[config.mk]
export PLATFORM = sky130hd
export DESIGN_NAME = leb128_fetch
export DESIGN_NICKNAME = d
export VERILOG_FILES = /design/src/rtl/leb128_pkg.sv /design/src/rtl/leb128_final_check.sv /design/src/rtl/leb128_fetch.sv
export SDC_FILE = /design/constraint.sdc
export NUM_CORES = 1
export LEC_CHECK = 0
export ABC_AREA = 1
export CORE_MARGIN = 4
export CORE_UTILIZATION = 40
export CTS_CLUSTER_DIAMETER = 40
export DETAILED_ROUTE_END_ITERATION = 16
export RECOVER_POWER = 50
export SLEW_MARGIN = 0
export SYNTH_ARGS = -nofsm -noshare
export SYNTH_HDL_FRONTEND = slang
export SYNTH_SLANG_ARGS = --single-unit
[constraint.sdc]
create_clock -name clk -period 4.85 [get_ports clk]
set_input_delay 1.2125 -clock clk [delete_from_list [all_inputs] [get_ports clk]]
set_output_delay 1.2125 -clock clk [all_outputs]
set_load 0.005 [all_outputs]
[src/rtl/leb128_pkg.sv]
// Shared types for the LEB128 immediate fetch unit: FSM states, error codes
// and the encoded-length helper.
package leb128_pkg;

  typedef enum logic [2:0] {
    IDLE   = 3'd0,
    REQ    = 3'd1,
    LATCH  = 3'd2,
    DECODE = 3'd3,
    DONE   = 3'd4
  } fetch_state_t;

  typedef enum logic [1:0] {
    OK       = 2'd0,
    MEM      = 2'd1,
    TOO_LONG = 2'd2,
    RANGE    = 2'd3
  } leb_err_t;

  // Longest legal LEB128 encoding of a bits-wide value.
  function automatic int max_bytes(input int bits);
    return (bits + 6) / 7;
  endfunction

endpackage

[src/rtl/leb128_final_check.sv]
// Terminating-byte analysis: range check of the last allowed byte and the
// sign-extension mask applied to the assembled value.
module leb128_final_check #(
  parameter int MAX_BITS = 64
) (
  input  logic [6:0]          payload,
  input  logic [3:0]          index,
  input  logic                is_64,
  input  logic                is_signed,
  output logic                range_err,
  output logic [MAX_BITS-1:0] ext_mask
);

  logic [3:0] last_index;
  logic [6:0] upper_mask;
  logic [6:0] upper_bits;
  logic       sign_bit;
  logic [7:0] shamt;

  // Classify the terminating byte and build the mask of bits to force to one
  always_comb begin
    last_index = is_64 ? 4'd9 : 4'd4;
    upper_mask = is_64 ? 7'h7E : 7'h70;
    sign_bit   = is_64 ? payload[0] : payload[3];
    upper_bits = payload & upper_mask;
    range_err  = 1'b0;
    ext_mask   = '0;
    shamt      = 8'd0;
    if (index == last_index) begin
      // Bits beyond N-1 must be a pure extension of bit N-1 (or zero when unsigned)
      range_err = (is_signed && sign_bit) ? (upper_bits != upper_mask) : (upper_bits != 7'h00);
      shamt     = is_64 ? 8'd64 : 8'd32;
      if (is_signed && sign_bit) begin
        ext_mask = {MAX_BITS{1'b1}} << shamt;
      end else begin
        ext_mask = '0;
      end
    end else begin
      shamt = {4'd0, index} * 8'd7 + 8'd7;
      if (is_signed && payload[6]) begin
        ext_mask = {MAX_BITS{1'b1}} << shamt;
      end else begin
        ext_mask = '0;
      end
    end
  end

endmodule

[src/rtl/leb128_fetch.sv]
// Sequential LEB128 immediate decoder: fetches one genrom window and walks it
// one byte per cycle, returning value, encoded length, next address and error.
module leb128_fetch
  import leb128_pkg::*;
#(
  parameter int AW       = 4,
  parameter int EXTRA    = 4,
  parameter int MAX_BITS = 64
) (
  input  logic                   clk,
  input  logic                   reset,
  input  logic                   start,
  input  logic [AW:0]            addr,
  input  logic                   is_signed,
  input  logic                   is_64,
  output logic                   busy,
  output logic                   done,
  output logic [MAX_BITS-1:0]    value,
  output logic [3:0]             len,
  output logic [AW:0]            next_addr,
  output logic [1:0]             err,
  output logic [AW:0]            mem_addr,
  output logic [EXTRA-1:0]       mem_extra,
  input  logic [(2**EXTRA)*8-1:0] mem_data,
  input  logic                   mem_error
);

  localparam int  ADDR_W    = AW + 1;
  localparam int  WIN_BYTES = 2**EXTRA;
  localparam bit  NARROW    = (MAX_BITS == 32);

  if (WIN_BYTES < max_bytes(MAX_BITS)) begin : g_window_too_small
    $error("leb128_fetch: window of 2**EXTRA bytes cannot hold a MAX_BITS encoding");
  end
  if (MAX_BITS != 32 && MAX_BITS != 64) begin : g_bad_width
    $error("leb128_fetch: MAX_BITS must be 32 or 64");
  end

  fetch_state_t            state;
  logic [AW:0]             req_addr;
  logic                    req_signed;
  logic                    req_64;
  logic [WIN_BYTES*8-1:0]  window;
  logic [MAX_BITS-1:0]     acc;
  logic [3:0]              idx;

  logic [7:0]              cur_byte;
  logic [7:0]              shamt;
  logic [MAX_BITS-1:0]     acc_next;
  logic [3:0]              len_next;
  logic                    is_last;
  logic                    range_err;
  logic [MAX_BITS-1:0]     ext_mask;

  // Current byte of the latched window and the accumulator with its payload merged in
  always_comb begin
    cur_byte = window[int'(idx)*8 +: 8];
    shamt    = {4'd0, idx} * 8'd7;
    acc_next = acc | ({{(MAX_BITS-7){1'b0}}, cur_byte[6:0]} << shamt);
    len_next = idx + 4'd1;
    is_last  = (idx == (req_64 ? 4'd9 : 4'd4));
  end

  leb128_final_check #(.MAX_BITS(MAX_BITS)) u_final_check (
    .payload   (cur_byte[6:0]),
    .index     (idx),
    .is_64     (req_64),
    .is_signed (req_signed),
    .range_err (range_err),
    .ext_mask  (ext_mask)
  );

  // Fetch/decode sequencer; all outputs are registers
  always_ff @(posedge clk or negedge reset) begin
    if (!reset) begin
      state      <= IDLE;
      busy       <= 1'b0;
      done       <= 1'b0;
      value      <= '0;
      len        <= 4'd0;
      next_addr  <= '0;
      err        <= OK;
      mem_addr   <= '0;
      mem_extra  <= '0;
      req_addr   <= '0;
      req_signed <= 1'b0;
      req_64     <= 1'b0;
      window     <= '0;
      acc        <= '0;
      idx        <= 4'd0;
    end else begin
      case (state)
        IDLE: begin
          done <= 1'b0;
          if (start) begin
            req_addr   <= addr;
            req_signed <= is_signed;
            req_64     <= is_64;
            acc        <= '0;
            idx        <= 4'd0;
            busy       <= 1'b1;
            if (NARROW && is_64) begin
              state     <= DONE;
              done      <= 1'b1;
              err       <= RANGE;
              value     <= '0;
              len       <= 4'd0;
              next_addr <= addr;
            end else begin
              state     <= REQ;
              mem_addr  <= addr;
              mem_extra <= EXTRA'(is_64 ? 4'd9 : 4'd4);
            end
          end else begin
            state <= IDLE;
          end
        end
        REQ: begin
          state <= LATCH;
        end
        LATCH: begin
          window <= mem_data;
          if (mem_error) begin
            state     <= DONE;
            done      <= 1'b1;
            err       <= MEM;
            value     <= '0;
            len       <= 4'd0;
            next_addr <= req_addr;
          end else begin
            state <= DECODE;
          end
        end
        DECODE: begin
          acc <= acc_next;
          idx <= len_next;
          if (!cur_byte[7] || is_last) begin
            state     <= DONE;
            done      <= 1'b1;
            len       <= len_next;
            next_addr <= req_addr + ADDR_W'(len_next);
            if (cur_byte[7]) begin
              err   <= TOO_LONG;
              value <= '0;
            end else if (range_err) begin
              err   <= RANGE;
              value <= '0;
            end else begin
              err   <= OK;
              value <= acc_next | ext_mask;
            end
          end else begin
            state <= DECODE;
          end
        end
        DONE: begin
          done  <= 1'b0;
          busy  <= 1'b0;
          state <= IDLE;
        end
        default: begin
          done  <= 1'b0;
          busy  <= 1'b0;
          state <= IDLE;
        end
      endcase
    end
  end

endmodule
Yosys cells after proc, flatten, opt, wreduce, memory -nomap -nowiden
Index checks and enable logic that the tools add are counted.
{"block": "totals", "ff_bits": 287, "inputBits": 139, "elab_cells": 88}
{"block": "op_classes", "add_sub_neg": 3, "n_mul": 1, "eq_ne": 8, "shifts": 4, "n_mux": 39, "bitwise": 5, "reduce_logical": 14}
{"op": "$mux W64", "count": 8}
{"op": "$pmux W64 S2", "count": 2}
{"op": "$or A64 B64 Y64", "count": 2}
{"op": "$shiftx A128 B8 Y8", "count": 1}
{"op": "$shl A64 B8 Y64 const A", "count": 2}
{"op": "$shl A7 B7 Y64", "count": 1}
{"op": "$mux W4", "count": 6}
{"op": "$pmux W4 S2", "count": 2}
{"op": "$pmux W3 S4", "count": 1}
{"op": "$mux W5", "count": 2}
{"op": "$pmux W5 S2", "count": 1}
{"op": "$add A7 B3 Y8 const B", "count": 1}
{"op": "$mux W2", "count": 4}
{"op": "$and A7 B7 Y7", "count": 1}
{"op": "$mul A4 B3 Y7 const B", "count": 1}
{"op": "$mux W1", "count": 7}
{"op": "$mux W7", "count": 1}
{"op": "$ne A7 B7 Y1", "count": 1}
{"op": "$reduce_bool A7 Y1", "count": 1}
{"op": "$eq A3 B2 Y1 const B", "count": 2}
{"op": "$mux W3", "count": 2}
{"op": "$ne A2 B2 Y1 const B", "count": 3}
{"op": "$reduce_and A2 Y1", "count": 3}
{"op": "$reduce_and A3 Y1", "count": 2}
{"op": "other kinds (14)", "count": 17}

Depth between registers and ports, before layout
Gate-level depths: netlist of the first run.
{"block": "depth", "word_depth": 10, "ltp_mapped": 26}

By module
A second synthesis of the first run with hierarchy kept.
{"block": "hier_totals", "cells_unflattened": 2097, "area_unflattened_um2": 15183.3}
{"mod": "leb128_fetch", "instances": 1, "cells_each": 1804, "area_per_inst_um2": 13638.1}
{"mod": "leb128_final_check", "instances": 1, "cells_each": 293, "area_per_inst_um2": 1545.2}

Worst setup path after synthesis of the first run
Ideal clock, no wire load.
{"block": "synth_path", "path_type": "reg-to-reg", "start": "reg idx[1]", "end": "reg value[62]", "setup_time_ns": 0.119, "arrival_time_ns": 3.695, "required_ns": 4.731, "slack_ns": 1.037, "path_stages_with_launch": 22, "path_cell_list": "dfrtp_1 -> inv_2 -> clkbuf_1 -> clkbuf_1 -> ha_1 -> inv_1 -> nand2_1 -> nand2_1 -> xor2_1 -> inv_1 -> fa_1 -> nand2_1 -> nand2_1 -> clkbuf_1 -> o211ai_1 -> nand3_1 -> a21oi_1 -> nor2_1 -> nor2_1 -> nand2_1 -> nand4_1 -> nand2_1"}
{"block": "synth_via", "elab_chain_len": 10, "word_cells_on_any_way": 27}
{"item": "start, declared", "line": "leb128_fetch.sv:45", "source": "logic [3:0] idx;"}
{"item": "start signal, assigned", "line": "leb128_fetch.sv:136", "source": "idx <= len_next;"}
{"item": "$mul A4 B3 Y7 / $shiftx A128 B8 Y8 (equally long branches)", "line": "leb128_final_check.sv:39, leb128_fetch.sv:58, leb128_fetch.sv:57"}
{"item": "$add A7 B3 Y8 / $mux W1 (equally long branches)", "line": "leb128_final_check.sv:39, leb128_final_check.sv:24"}
{"item": "$shl A64 B8 Y64 / $logic_and A1 B1 Y1 (equally long branches)", "line": "leb128_final_check.sv:41, leb128_final_check.sv:31, leb128_final_check.sv:33"}
{"item": "$mux W64 (on tied branches)", "line": "leb128_final_check.sv:40, leb128_final_check.sv:33"}
{"item": "$mux W64", "line": "leb128_final_check.sv:29", "source": "if (index == last_index) begin"}
{"item": "$or A64 B64 Y64", "line": "leb128_fetch.sv:150", "source": "value <= acc_next | ext_mask;"}
{"item": "$mux W64", "line": "leb128_fetch.sv:145", "source": "end else if (range_err) begin"}
{"item": "$mux W64", "line": "leb128_fetch.sv:142", "source": "if (cur_byte[7]) begin"}
{"item": "$mux W64", "line": "leb128_fetch.sv:137", "source": "if (!cur_byte[7] || is_last) begin"}
{"item": "$pmux W64 S2", "line": "leb128_fetch.sv:92", "source": "case (state)"}
{"item": "end signal, assigned", "line": "leb128_fetch.sv:150"}
{"item": "end, declared", "line": "leb128_fetch.sv:18", "source": "output logic [MAX_BITS-1:0] value,"}
Several ways; a longest one is shown, not always the timed one. The select of a mux whose other input is x is not followed.
A chain may end at the register's enable or synchronous reset.

Worst setup path after layout of the first run
{"block": "layout_path", "start": "reg idx[1]", "end": "reg value[33]"}
The elaborated chain is that of the path after synthesis.

==> flow_summary.yaml, run 1 <==
status:
  status: "complete, but fails checks"
  violations: "capacitance limit, slew limit"
synthesis:
  syn_area_um2: 15010
  synth_area_per_cell_um2: 7.459
  synthArstFlopShare: 1.000
  yosysMostFrequentCell: "nand2_1"
  ys_ff_latch: 284
  synth-edff-count: 0
  seq_area_frac_synth: 0.4735
  synth_nets: 2172
  synthTopCellsByArea: "dfrtp_1, nand2_1, o21ai_0"
  synthFlopType: "dfrtp_1"
  ys_top_cells_by_count: "nand2_1, dfrtp_1, inv_1"
  ys_warn_count: 0
  ys_types: 42
  synth.top_cell.area_share: 0.4735
  postSynthCellCount: 2012
  yosys.area.top_type: "dfrtp_1"
critical_path:
  critPathRequiredTime_ns: 5.25
  worstSetupPathType: "flop to flop"
  critPathMaxStageDelay_ns: 0.56
  cp_max_fo: 15
  crit_arrival_ns: 4.57
  worst_setup_path_start_kind: "flop"
  endpoint_kind: "flop"
  slowest_stage: "dfrtp_2"
  critical-path-top-delay-family: "adder cells"
  crit_path_cell_trace: "inv_2 > fa_1 > inv_1 > ha_1 > ha_1 > nand2_1 > nand2_1 > inv_1 > nand3b_1 > nand2_1 > inv_1 > nor3_1 > nor2_1 > nor2_1 > o21ai_0 > o21ai_1"
  cp.buffers_inverters: 4
timing:
  tightest_slew_ns: 3.134
  max-slew-margin-rel: -1.089
  min_period_ns: 4.166
  tns_ns: 0
  clock_skew_ns: 0.02492
  finalCritPeriodShare: 0.8591
  rsz0062_at_grt: "false"
  holdWs_ns: 0.4645
  final-setup-viol-count: 0
  slew_violations: 217
  fmax_ghz: 0.2400
  finalHoldViolations: 0
grt:
  gr-total-overflow: 0
  grt_start_max_net_pins: 122
  grt_pass1_wl_um: 82100
  track_usage: 0.2531
  grt_pass1_vias: 14260
  antenna_found_initial: 0
power_and_ir_drop:
  p_leak_nw: 9.299
  power-per-cell-area_nw_per_um2: 681.0
  ir_drop_mv: 0.4163
route:
  drc: 0
  post_drt_wl_per_cell_um: 19.26
  vias: 14090
  viasPerCell: 5.211
  drtIter0Drc: 1097
  drt-total-wl_um: 52080
  antenna_left: 0
  dr.pass1.iters: 6
finish:
  drive_gt1_frac: 0.06798
  fin_area_um2: 19060
  syn2layout_area_growth_pct: 27.03
  antenna_cells: 0
  final_nets: 2357
  n_fill_cell: 3626
cts:
  clk_transition_reported_paths_ns: 0.05
  clockRootBuffer: "clkbuf_16"
  ctsHoldBuffers: 0
  htreeDepth: 2
  post-cts-setup-buffer-count: 0
  clockBufferDepth: 3
  clock_sinks: 284
  cts_tree: "yes"
  cts_resized: 0
  cts_made_buffers: 47
  insertion_delay_ns: 0.56
placed_design:
  dpl-instance-area_um2: 17460
  globalplace.congestion: 0.9458
  hpwlAfterDp_um: 35710
  portBuffers: 223
floorplan:
  chipWidth_um: 201.7
  die_area_um2: 40680
  fp-row-count: 70
  core_area_um2: 36790
  start_util: 0.4080
  ios: 225
  die_y_um: 201.7
worst_hold_path:
  hold_class: "flop to flop"
job:
  drv_cap: 2
==> where the power goes <==
part | switching (W) | internal (W) | total (W)
Combinational | 0.00412 | 0.00183 | 0.00595
Sequential | 0.000408 | 0.00319 | 0.00360
Clock | 0.00125 | 0.00218 | 0.00343
==> stage by stage <==
stage / power, W / utilization / instances / setup WS [ns]
after floorplan: 0.007324 / - / 2012 / 1.037
after global placement: 0.009475 / 0.4747 / 2616 / 0.7933
after detailed placement: 0.009520 / 0.4747 / 2616 / 0.8390
after CTS: 0.01302 / 0.5191 / 2704 / 0.8239
after global routing: 0.01392 / 0.5183 / 2704 / 0.3817
final: 0.01298 / 0.5183 / 2704 / 0.6835
==> state kept, by name, indices dropped and copies added (netlist names) <==
name	cells
window	128
acc	64
value	64
next_addr	5
req_addr	5
idx	4
len	4
state	3
err	2
mem_extra	2
busy	1
done	1
req_signed	1
==> layout by cell type, fill, tap and decap left out, types with 7 or more instances in the layout <==
cell,instances
o22ai_1,27
nand4_1,48
buf_4,24
clkbuf_16,48
o21ai_1,43
a21oi_1,51
clkdlybuf4s50_1,222
clkinvlp_4,9
clkinv_2,8
o21ai_0,230
nand3_1,129
ha_1,17
nor3_1,10
nand2_2,7
dfrtp_1,282
nor2_1,97
nand2_1,652
inv_1,245
==> final cells by class <==
class / instances / area (um^2) / share of cell area
inverter: 254 / 955.9 / 0.05014
sequential: 284 / 7109 / 0.3729
clock buffer: 55 / 1247 / 0.06543
timing repair buffer: 254 / 2471 / 0.1296
tap: 468 / 585.6 / 0.03071
multi-input combinational: 1356 / 6310 / 0.3310
clock inverter: 33 / 385.4 / 0.02021
==> path summary, 6_finish.rpt <==
kind                       cells past startpoint              startpoint                      to  slack (ns)
hold reg to reg                                2  window[23]$_DFFE_PN0N_  window[23]$_DFFE_PN0N_        0.46
setup / recovery                              16      idx[1]$_DFFE_PN0P_   value[33]$_DFFE_PN0P_        0.68
max in group asynchronous                      2                   reset  window[44]$_DFFE_PN0N_        1.17
setup reg to reg                              16      idx[1]$_DFFE_PN0P_   value[33]$_DFFE_PN0P_        0.68
min in group asynchronous                      1                   reset  window[11]$_DFFE_PN0N_        1.66
hold / removal                                 2  window[23]$_DFFE_PN0N_  window[23]$_DFFE_PN0N_        0.46
==> worst reg2reg max path, cell delays in order, from the launching register on <==
cell	delay [ns]
dfrtp_2	0.56
inv_2	0.14
fa_1	0.55
inv_1	0.04
ha_1	0.27
ha_1	0.37
nand2_1	0.08
nand2_1	0.08
inv_1	0.05
nand3b_1	0.13
nand2_1	0.37
inv_1	0.48
nor3_1	0.13
nor2_1	0.22
nor2_1	0.08
o21ai_0	0.34
o21ai_1	0.14
==> metal layers <==
| metal | track usage | vias up | part of all wire |
|---|---|---|---|
| met4 | 0.05615 | 0 | 0.019 |
| met3 | 0.04222 | 78 | 0.066 |
| met1 | 0.3621 | 6725 | 0.46 |
| met2 | 0.4070 | 500 | 0.46 |
| met5 | 0 | - | 0 |
| li1 | - | 6787 | - |
==> kinds of logic after synthesis <==
logic type      after synthesis  synth area share
compound gates              367            0.1279
simple gates                963            0.2699
fa+ha+maj                    21           0.01951
buf+inv                     372            0.1065
xor+xnor                      4          0.002334
other cells                   1         0.0002499
flops                       284            0.4735
Note: power is estimated with default switching activity, not from simulation.
==> run 2: changes to the inputs <==
--- a/config.mk
+++ b/config.mk
@@ -10,6 +10,7 @@
 export CORE_UTILIZATION = 40
 export CTS_CLUSTER_DIAMETER = 40
 export DETAILED_ROUTE_END_ITERATION = 16
+export GPL_TIMING_DRIVEN = 0
 export RECOVER_POWER = 50
 export SLEW_MARGIN = 0
 export SYNTH_ARGS = -nofsm -noshare
==> run 2 against run 1 <==
Compared with the run above: the run still ends with capacitance limit, slew limit left; design area is 2.3% higher; combinational power up 12%; sequential power fell by 1%; first-iteration DRC count is 12% higher; core utilization up 1.2 points; wire length grew 7.7%; critical path type unchanged; largest power group unchanged.
==> flow_summary.yaml, run 2 (synthesis results as in run 1) <==
status:
  status: "complete, but fails checks"
  violations: "capacitance limit, slew limit"
critical_path:
  cp_max_fo: 12
  r2r_cells: 24
  worstSetupPathType: "flop to flop"
  crit_arrival_ns: 5.14
  worst_setup_path_start_kind: "flop"
  critPathLaunch: "idx[0]$_DFFE_PN0P_"
  reg2reg_setup_slack_ns: 0.21
  r2r_start: "idx[0]$_DFFE_PN0P_"
  critPathRequiredTime_ns: 5.35
  reg2reg_to: "value[18]$_DFFE_PN0P_"
  endpoint_kind: "flop"
  worstSetupEndpoint: "value[18]$_DFFE_PN0P_"
grt:
  grt_start_max_net_pins: 111
  antenna_found_initial: 0
  grt_pass1_wl_um: 85680
  gr-total-overflow: 0
  track_usage: 0.2715
  grt_pass1_vias: 14410
timing:
  final-setup-viol-count: 0
  slew_violations: 65
  fmax_ghz: 0.2157
  fin_ws_ns: 0.2144
  tightest_slew_ns: 3.373
  finalHoldViolations: 0
  clock_skew_ns: 0.02727
  rsz0062_at_grt: "true"
  max-slew-margin-rel: -1.249
  min_period_ns: 4.636
  finalCritPeriodShare: 0.9558
power_and_ir_drop:
  ir_drop_mv: 0.2915
  power-per-cell-area_nw_per_um2: 699.1
  p_total_w: 0.01364
  p_leak_nw: 9.522
cts:
  ctsHoldBuffers: 0
  clockRootBuffer: "clkbuf_16"
  htreeDepth: 2
  clk_transition_reported_paths_ns: 0.06
  insertion_delay_ns: 0.58
  clockBufferDepth: 3
  clock_sinks: 284
  cts_tree: "yes"
  cts_made_buffers: 45
route:
  drtIter0Drc: 1226
  drc: 0
  post_drt_wl_per_cell_um: 20.12
  viasPerCell: 5.237
  vias: 14600
  dr.pass1.iters: 6
  drt-total-wl_um: 56110
  antenna_left: 0
placed_design:
  dp_slack_ns: -0.8649
  hpwlAfterDp_um: 42360
  dp.cells: 2705
  portBuffers: 223
  globalplace.congestion: 0.9570
floorplan:
  fp-row-count: 70
  die_area_um2: 40680
  chipWidth_um: 201.7
  ios: 225
  core_area_um2: 36790
  start_util: 0.4080
  die_y_um: 201.7
finish:
  instances_no_fill: 2788
  reg_top3: "window (128), acc (64), value (64)"
  syn2layout_area_growth_pct: 29.98
  n_fill_cell: 3637
  layout_commonest_cell: "nand2_1"
  mostFrequentLayoutCells: "nand2_1, dfrtp_1, inv_1"
  largest_reg_flops: 128
  drive_gt1_frac: 0.07633
  top_register: "window"
  final_nets: 2443
worst_hold_path:
  hold_class: "flop to flop"
  hp-start: "window[55]$_DFFE_PN0N_"
job:
  drv_cap: 1
-- run 2: cell types whose count changed in the layout (fill, tap and decap cells not counted), sizes merged --
cell,delta
clkbuf,+50
buf,+36
clkinv,-5
clkinvlp,-2
inv,+2
bufinv,+1
clkdlybuf4s25,+1
clkdlybuf4s50,-1
diode,+1
dlygate4sd3,+1
-- run 2: how the worst min path moves through the flow --
stage,endpoint,slack (ns),cells past startpoint
final,window[55]$_DFFE_PN0N_,0.47,2
after global routing,window[111]$_DFFE_PN0N_,0.49,2
after CTS,window[23]$_DFFE_PN0N_,0.47,2
after detailed placement,window[23]$_DFFE_PN0N_,0.46,2
after global placement,window[119]$_DFFE_PN0N_,0.45,2
after floorplan,window[111]$_DFFE_PN0N_,0.44,2
-- run 2: what timing repair did --
| action | CTS | global route |
|---|---|---|
| pin swaps | 1 | 1 |
| buffers inserted | 1 | 1 |
| endpoints found under the setup margin | 64 | 38 |
| gates resized for setup | 5 | 11 |
-- run 2: layout make-up --
type | count | area [um^2] | area share
sequential | 284 | 7107 | 0.3643
multi-input combinational | 1356 | 6305 | 0.3232
timing repair buffer | 227 | 2302 | 0.1180
clock buffer | 54 | 1210 | 0.06202
inverter | 254 | 958.4 | 0.04913
buffer | 115 | 640.6 | 0.03284
tap | 468 | 585.6 | 0.03002
clock inverter | 29 | 396.6 | 0.02033
antenna | 1 | 2.502 | 0.0001283
-- run 2: metal layers --
metal | up-vias | wire length (um) | track usage
met5 | - | 0 | 0
met2 | 588 | 25390 | 0.4251
met3 | 82 | 4515 | 0.04770
li1 | 6973 | - | -
met4 | 0 | 1293 | 0.07837
met1 | 6958 | 24910 | 0.3890
-- run 2: worst max-delay path: stages, from the launching register on --
cell	delay, ns
dfrtp_1	0.41
buf_6	0.16
inv_4	0.13
buf_6	0.20
buf_4	0.25
buf_4	0.28
ha_1	0.39
inv_1	0.13
nand2_1	0.07
nand2_1	0.12
xor2_1	0.21
inv_1	0.09
fa_2	0.38
inv_1	0.10
nand2_1	0.05
nand2_1	0.09
clkbuf_2	0.27
inv_1	0.17
nor2_1	0.27
nand2_1	0.13
nand2_1	0.10
inv_1	0.07
nor2_1	0.17
o21ai_0	0.12
o21ai_0	0.17
-- run 2: report_power, final --
| group | switching [W] | leakage [nW] | internal, W |
|---|---|---|---|
| Sequential | 0.000377 | 3.71 | 0.00319 |
| Clock | 0.00124 | 0.770 | 0.00218 |
| Combinational | 0.00453 | 5.04 | 0.00212 |
-- run 2: per-stage QoR --
step	hold slack [ns]	setup TNS [ns]	area [um^2]	util
after global placement	0.4512	-2887.79	17830	0.4846
after floorplan	0.4366	0	15010	-
after detailed placement	0.4555	-35.98	17890	0.4862
final	0.4662	0	19510	0.5303
after global routing	0.4864	-0.04989	19510	0.5302
after CTS	0.4686	0	19500	0.5301
==> patch 1, RTL diff (config.mk and constraints of run 2) <==
Add an input register stage for `start`, `addr`, `is_signed`, `is_64`, `mem_data` and `mem_error`, with the module's reset; this delays them by one clock.
--- a/src/rtl/leb128_fetch.sv
+++ b/src/rtl/leb128_fetch.sv
@@ -29,4 +29,29 @@
   localparam int  WIN_BYTES = 2**EXTRA;
   localparam bit  NARROW    = (MAX_BITS == 32);
+
+  logic start_q;
+  logic [AW:0] addr_q;
+  logic is_signed_q;
+  logic is_64_q;
+  logic [(2**EXTRA)*8-1:0] mem_data_q;
+  logic mem_error_q;
+
+  always_ff @(posedge clk or negedge reset) begin
+    if (!reset) begin
+      start_q     <= '0;
+      addr_q      <= '0;
+      is_signed_q <= '0;
+      is_64_q     <= '0;
+      mem_data_q  <= '0;
+      mem_error_q <= '0;
+    end else begin
+      start_q     <= start;
+      addr_q      <= addr;
+      is_signed_q <= is_signed;
+      is_64_q     <= is_64;
+      mem_data_q  <= mem_data;
+      mem_error_q <= mem_error;
+    end
+  end
 
   if (WIN_BYTES < max_bytes(MAX_BITS)) begin : g_window_too_small
@@ -93,12 +118,12 @@
         IDLE: begin
           done <= 1'b0;
-          if (start) begin
-            req_addr   <= addr;
-            req_signed <= is_signed;
-            req_64     <= is_64;
+          if (start_q) begin
+            req_addr   <= addr_q;
+            req_signed <= is_signed_q;
+            req_64     <= is_64_q;
             acc        <= '0;
             idx        <= 4'd0;
             busy       <= 1'b1;
-            if (NARROW && is_64) begin
+            if (NARROW && is_64_q) begin
               state     <= DONE;
               done      <= 1'b1;
@@ -106,9 +131,9 @@
               value     <= '0;
               len       <= 4'd0;
-              next_addr <= addr;
+              next_addr <= addr_q;
             end else begin
               state     <= REQ;
-              mem_addr  <= addr;
-              mem_extra <= EXTRA'(is_64 ? 4'd9 : 4'd4);
+              mem_addr  <= addr_q;
+              mem_extra <= EXTRA'(is_64_q ? 4'd9 : 4'd4);
             end
           end else begin
@@ -120,6 +145,6 @@
         end
         LATCH: begin
-          window <= mem_data;
-          if (mem_error) begin
+          window <= mem_data_q;
+          if (mem_error_q) begin
             state     <= DONE;
             done      <= 1'b1;
Function: changed (a bounded check fails within 4 cycles, from zero or initial values and one cycle with reset low).
==> patch 1 against run 2 <==
The run still ends with max-capacitance violations, max-slew violations left. Final area up 21%. Routed wire length rose by 6.3%. Area after synthesis is 21% higher. Global-route usage fell by 2.2 points. Sequential cell count grew 137. Combinational power is 6.2% lower. First-iteration DRC count rose by 12%. Total power increased by 19%. Die area increased by 20%. Worst setup slack got worse by 0.10 ns. Critical path type unchanged.
==> patch 1: results (changes against run 2) <==
outcome -> finished, violations left
failing checks -> max-capacitance violations, max-slew violations
fin. max-slew vios -> 71 (+9.2%)
input/output buffers -> 223 (unchanged)
Seq/Total Area, Yosys -> 58.3% (+11 points)
largest net degree at the start of global routing -> 105 (-5.4%)
combinational cell fraction of total power -> 38.4% (-10 points)
WP data arrival -> 5.20 ns (+0.06 ns)
Fill cells -> 4089 (+12%)
first-pass GRT wire length -> 91.8 mm (+7.2%)
clock slew at reported path FFs -> 0.05 ns
Syn Area/Cell -> 8.56 µm² (+15%)
Worst R2R End -> value[54]$_DFFE_PN0P_
hold path startpoint -> mem_data_q[47]$_DFF_PN0_
maximum vdd drop -> 0.311 mV (+6.7%)
Placed Cells -> 2931 (+8.4%)
reg2reg path depth -> 24 (unchanged)
dpl cell area -> 0.0212 mm² (+18%)
CP max FO -> 12 (unchanged)
initial antenna violation count -> 1 (+1)
vias in the first global route -> 15.7k (+8.8%)
diode count -> 0 (-1)
Regs by FF count -> mem_data_q x128, window x128
Syn. warnings -> 0 (unchanged)
total CTS buffers -> 68 (+51%)
Cell variety after synth -> 40 (-4.8%)
Cell Int Power -> 0.00977 W (+30%)
WHS Path Cells -> 2 (unchanged)
fraction of layout cells with a size suffix above 1 -> 8.69% (+1.1 points)
Worst Max-Slew Pin Slew -> 3.41 ns (+0.0386 ns)
clock skew -> 0.0319 ns (+0.00464 ns)
drt first pass iters -> 7 (+1)
syn nets -> 2272 (+4.6%)
synth top area cells -> dfrtp_1, nand2_1, nand3_1
most frequent cells after synthesis -> nand2_1, dfrtp_1, inv_1, nand3_1, o21ai_0
WHS Endpoint -> window[47]$_DFFE_PN0N_
worst setup path start -> idx[0]$_DFFE_PN0P_
Clock Tree Buf Depth -> 3 (unchanged)
DRT Wirelength -> 59.6 mm (+6.3%)
P_leak -> 11.6 nW (+22%)
initial drt markers -> 1368 (+12%)
via count -> 15.3k (+5.1%)
detailed placement HPWL -> 44.5 mm (+5.1%)
Max Cap Viol -> 1 (unchanged)
Seq. pwr -> 0.00490 W (+38%)
Seq pwr share -> 30.2% (+4.1 points)
RePlAce Congestion -> 0.965 (+0.83%)
Final #Nets -> 2568 (+5.1%)
total track usage -> 24.9% (-2.2 points)
ys async rst share -> 100% (unchanged)
hold_ws -> 0.432 ns (-0.0345 ns)
Avg WL per Cell -> 19.5 µm (-3.0%)
type of the worst min-delay path -> reg -> reg
R2R setup slack -> 0.11 ns (-0.10 ns)
later-pin clock latency in the skew report -> 0.59 ns
H-tree levels -> 3 (+1)
[patch 1: cell count changes in the layout (fill, tap and decap cells not counted), sizes merged, moves of 39 or more]
cell | before | now
dlygate4sd3 | 1 | 137
clkdlybuf4s50 | 221 | 85
nand2 | 661 | 721
nand4 | 50 | 11
o21ai | 277 | 179
dfrtp | 284 | 421
nand3 | 132 | 175
[patch 1: what timing repair did]
action,in CTS,in global routing
setup buffers,0,1
pin swaps,0,0
resized for setup,4,22
hold buffers,0,0
endpoints found under the setup margin,58,47
[patch 1: area by class of cell]
class / count / area (µm²) / area share (%)
Multi-Input combinational cell: 1338 / 6100 / 25.8
Clock buffer: 81 / 1850 / 7.83
Sequential cell: 421 / 10500 / 44.5
Timing Repair Buffer: 228 / 2350 / 9.94
Inverter: 238 / 896 / 3.79
Buffer: 113 / 604 / 2.55
Tap cell: 592 / 741 / 3.13
Clock inverter: 44 / 586 / 2.47
[patch 1: how the worst max path moves through the flow]
| stage | end | slack [ns] | depth (start not counted) |
|---|---|---|---|
| final | value[54]$_DFFE_PN0P_ | 0.11 | 24 |
| after global routing | err[0]$_DFFE_PN0P_ | -0.05 | 4 |
| after CTS | value[31]$_DFFE_PN0P_ | 0.04 | 23 |
| after detailed placement | value[31]$_DFFE_PN0P_ | -0.59 | 23 |
| after global placement | addr_q[2]$_DFF_PN0_ | -15.69 | 1 |
| after floorplan | value[52]$_DFFE_PN0P_ | 0.78 | 23 |
[patch 1: critical path: stages (launching register included)]
cell and delay, ns:
dfrtp_1 0.42, buf_6 0.16, inv_2 0.09, buf_6 0.19, buf_6 0.19, buf_4 0.23
ha_1 0.32, or2_1 0.27, nand2_2 0.14, xor2_1 0.22, inv_1 0.09, fa_1 0.45
inv_1 0.10, nand4_1 0.18, nand2_2 0.19, inv_1 0.11, nand2_1 0.12, clkbuf_4 0.24
inv_1 0.13, a21oi_1 0.31, nand2_1 0.10, nand2_1 0.07, nand3_1 0.11, nand3_1 0.12
nand2_1 0.05
[patch 1: metal layers]
layer | wire, µm | share of wire, % | global-route usage, %
met1 | 26800 | 45 | 35.7
met2 | 26700 | 45 | 37.7
met3 | 4350 | 7.3 | 5.77
met4 | 1740 | 2.9 | 8.24
met5 | 21 | 0.035 | 0
[patch 1: cells by family (layout without fill, tap and decap cells)]
logic type / Yosys count / after routing / synth area share (%)
simple gates: 1021 / 1021 / 22.9
compound gates: 290 / 290 / 8.63
other cells: 1 / 1 / 0.0207
flops: 421 / 421 / 58.3
xor+xnor: 5 / 5 / 0.242
fa+ha+maj: 21 / 21 / 1.62
buf+inv: 353 / 704 / 8.29
[patch 1: through the flow]
step	utilization (%)	setup slack, ns
global route	53.3	-0.0529
CTS	53.2	0.0372
detailed placement	47.7	-0.587
floorplan	-	0.779
global placement	47.4	-15.69
finish	53.3	0.110
==> patch 2, RTL diff (config.mk and constraints of run 2) <==
Without the edit above. `AW`: 4 -> 3.
--- a/src/rtl/leb128_fetch.sv
+++ b/src/rtl/leb128_fetch.sv
@@ -4,5 +4,5 @@
   import leb128_pkg::*;
 #(
-  parameter int AW       = 4,
+  parameter int AW       = 3,
   parameter int EXTRA    = 4,
   parameter int MAX_BITS = 64
Ports: changed (resized addr, mem_addr and next_addr); port bits go from 225 to 222. The function was not compared with the original's and may differ.
==> patch 2 against run 2 <==
The run still ends with max-capacitance violations, max-slew violations left. Fmax rose by 1.3%. Sequential cell count fell by 2. Count of clock-buffer cells in the layout did not move. Synthesized cell count fell by 0.40%. Final area fell by 0.21%. Global-route usage fell by 0.87 points. Clock power rose by 4%. Non-clock buffer count did not move. Routed wire length fell by 4.0%. Total power rose by 2.3%. Worst setup slack improved by 0.058 ns. Die area fell by 0.89%. Area after synthesis fell by 0.93%. Largest cell class unchanged. Largest power group unchanged.
==> patch 2: results (changes against run 2) <==
Final #Nets -> 2434 (-0.37%)
Regs by FF count -> window x128, acc x64, value x64
clock skew -> 0.0322 ns (+0.00496 ns)
met3 Usage GRT -> 5.32% (+0.54 points)
met1 global-route usage -> 38.2% (-0.65 points)
P_sw -> 0.00626 W (+1.8%)
Avg WL per Cell -> 19.4 µm (-3.8%)
Slew HR -> -145% (-21 points)
outcome -> finished, violations left
dpl cell area -> 0.0177 mm² (-0.94%)
WP data arrival -> 5.01 ns (-0.13 ns)
R2R setup slack -> 0.27 ns (+0.06 ns)
drt first pass iters -> 8 (+2)
hold_ws -> 0.464 ns (-0.00179 ns)
RePlAce Congestion -> 0.977 (+2.1%)
Cell variety after synth -> 38 (-9.5%)
diode count -> 0 (-1)
worst setup path endpoint -> value[35]$_DFFE_PN0P_
Fill cells -> 3608 (-0.80%)
CP max stage cell -> ha_2
via count -> 14.5k (-0.51%)
initial drt markers -> 1339 (+9.2%)
Setup-failing EPs final -> 0 (unchanged)
input/output buffers -> 220 (-1.3%)
max incr delay on CP -> 0.45 ns (+0.04 ns)
total track usage -> 26.3% (-0.87 points)
fraction of layout cells with a size suffix above 1 -> 7.74% (+0.10 points)
failing checks -> max-capacitance violations, max-slew violations
synth top area cells -> dfrtp_1, nand2_1, inv_1
delay-heaviest family, CP -> buffers and inverters
largest net degree at the start of global routing -> 119 (+7.2%)
total CTS buffers -> 48 (+6.7%)
Max Cap Viol -> 1 (unchanged)
vias in the first global route -> 14.5k (+0.34%)
most frequent cells after synthesis -> nand2_1, dfrtp_1, inv_1, o21ai_0, nand3_1
WHS Endpoint -> window[87]$_DFFE_PN0N_
first-pass GRT wire length -> 84.1 mm (-1.9%)
hold path startpoint -> window[87]$_DFFE_PN0N_
syn nets -> 2161 (-0.51%)
later-pin clock latency in the skew report -> 0.56 ns (-0.02 ns)
fin. max-slew vios -> 61 (-6.2%)
P_leak -> 9.74 nW (+2.2%)
reg2reg path depth -> 21 (-13%)
detailed placement HPWL -> 40.7 mm (-4.0%)
patch 2: kinds of logic (layout without fill, tap and decap cells):
kind of cell | after synthesis | count (layout) | share of synthesized area [%]
DFF | 282 | 282 | 47.5
adders and majority gates | 19 | 19 | 1.80
and+or+nand+nor | 1030 | 1030 | 29.1
buffers and inverters | 403 | 713 | 11.8
xor gates and xnor gates | 5 | 5 | 0.295
other | 1 | 1 | 0.0252
AOI/OAI and AO/OA | 264 | 264 | 9.53
patch 2: through the flow:
stage,TNS (ns),worst slack (ns),utilization [%],instances
detailed placement,-8.20,-0.440,48.4,2694
global route,0,0.0415,53.2,2782
floorplan,0,1.23,-,2004
CTS,0,0.0143,53.1,2781
finish,0,0.272,53.2,2782
global placement,-2822.67,-10.00,48.2,2692
patch 2: area by class of cell:
class,instances,area [µm²],area share (%)
buffer,119,683,3.51
clock buffer,54,1240,6.39
clock inverter,33,444,2.28
inverter,284,1070,5.50
multi-input combinational,1319,6120,31.5
sequential,282,7060,36.3
tap,468,586,3.01
timing repair buffer,223,2260,11.6
patch 2: power by group through the flow:
stage / Sequential (W) / Clock, W / Combinational (W)
floorplan: 0.00356 / 0 / 0.00382
global placement: 0.00362 / 0 / 0.00651
detailed placement: 0.00362 / 0 / 0.00658
CTS: 0.00359 / 0.00360 / 0.00665
global route: 0.00369 / 0.00372 / 0.00747
finish: 0.00359 / 0.00356 / 0.00680
patch 2: routing by layer:
layer | wire length [µm] | vias to the layer above
met3 | 4080 | 103
met1 | 24900 | 6969
met5 | 16 | -
met2 | 23500 | 549
met4 | 1340 | 2
li1 | - | 6904
patch 2: what timing repair did:
action | 4_1_cts | 5_1_grt
resized for setup | 9 | 9
pin swaps | 0 | 2
setup endpoints to repair | 38 | 38
gates cloned | 0 | 0
buffers inserted | 0 | 1
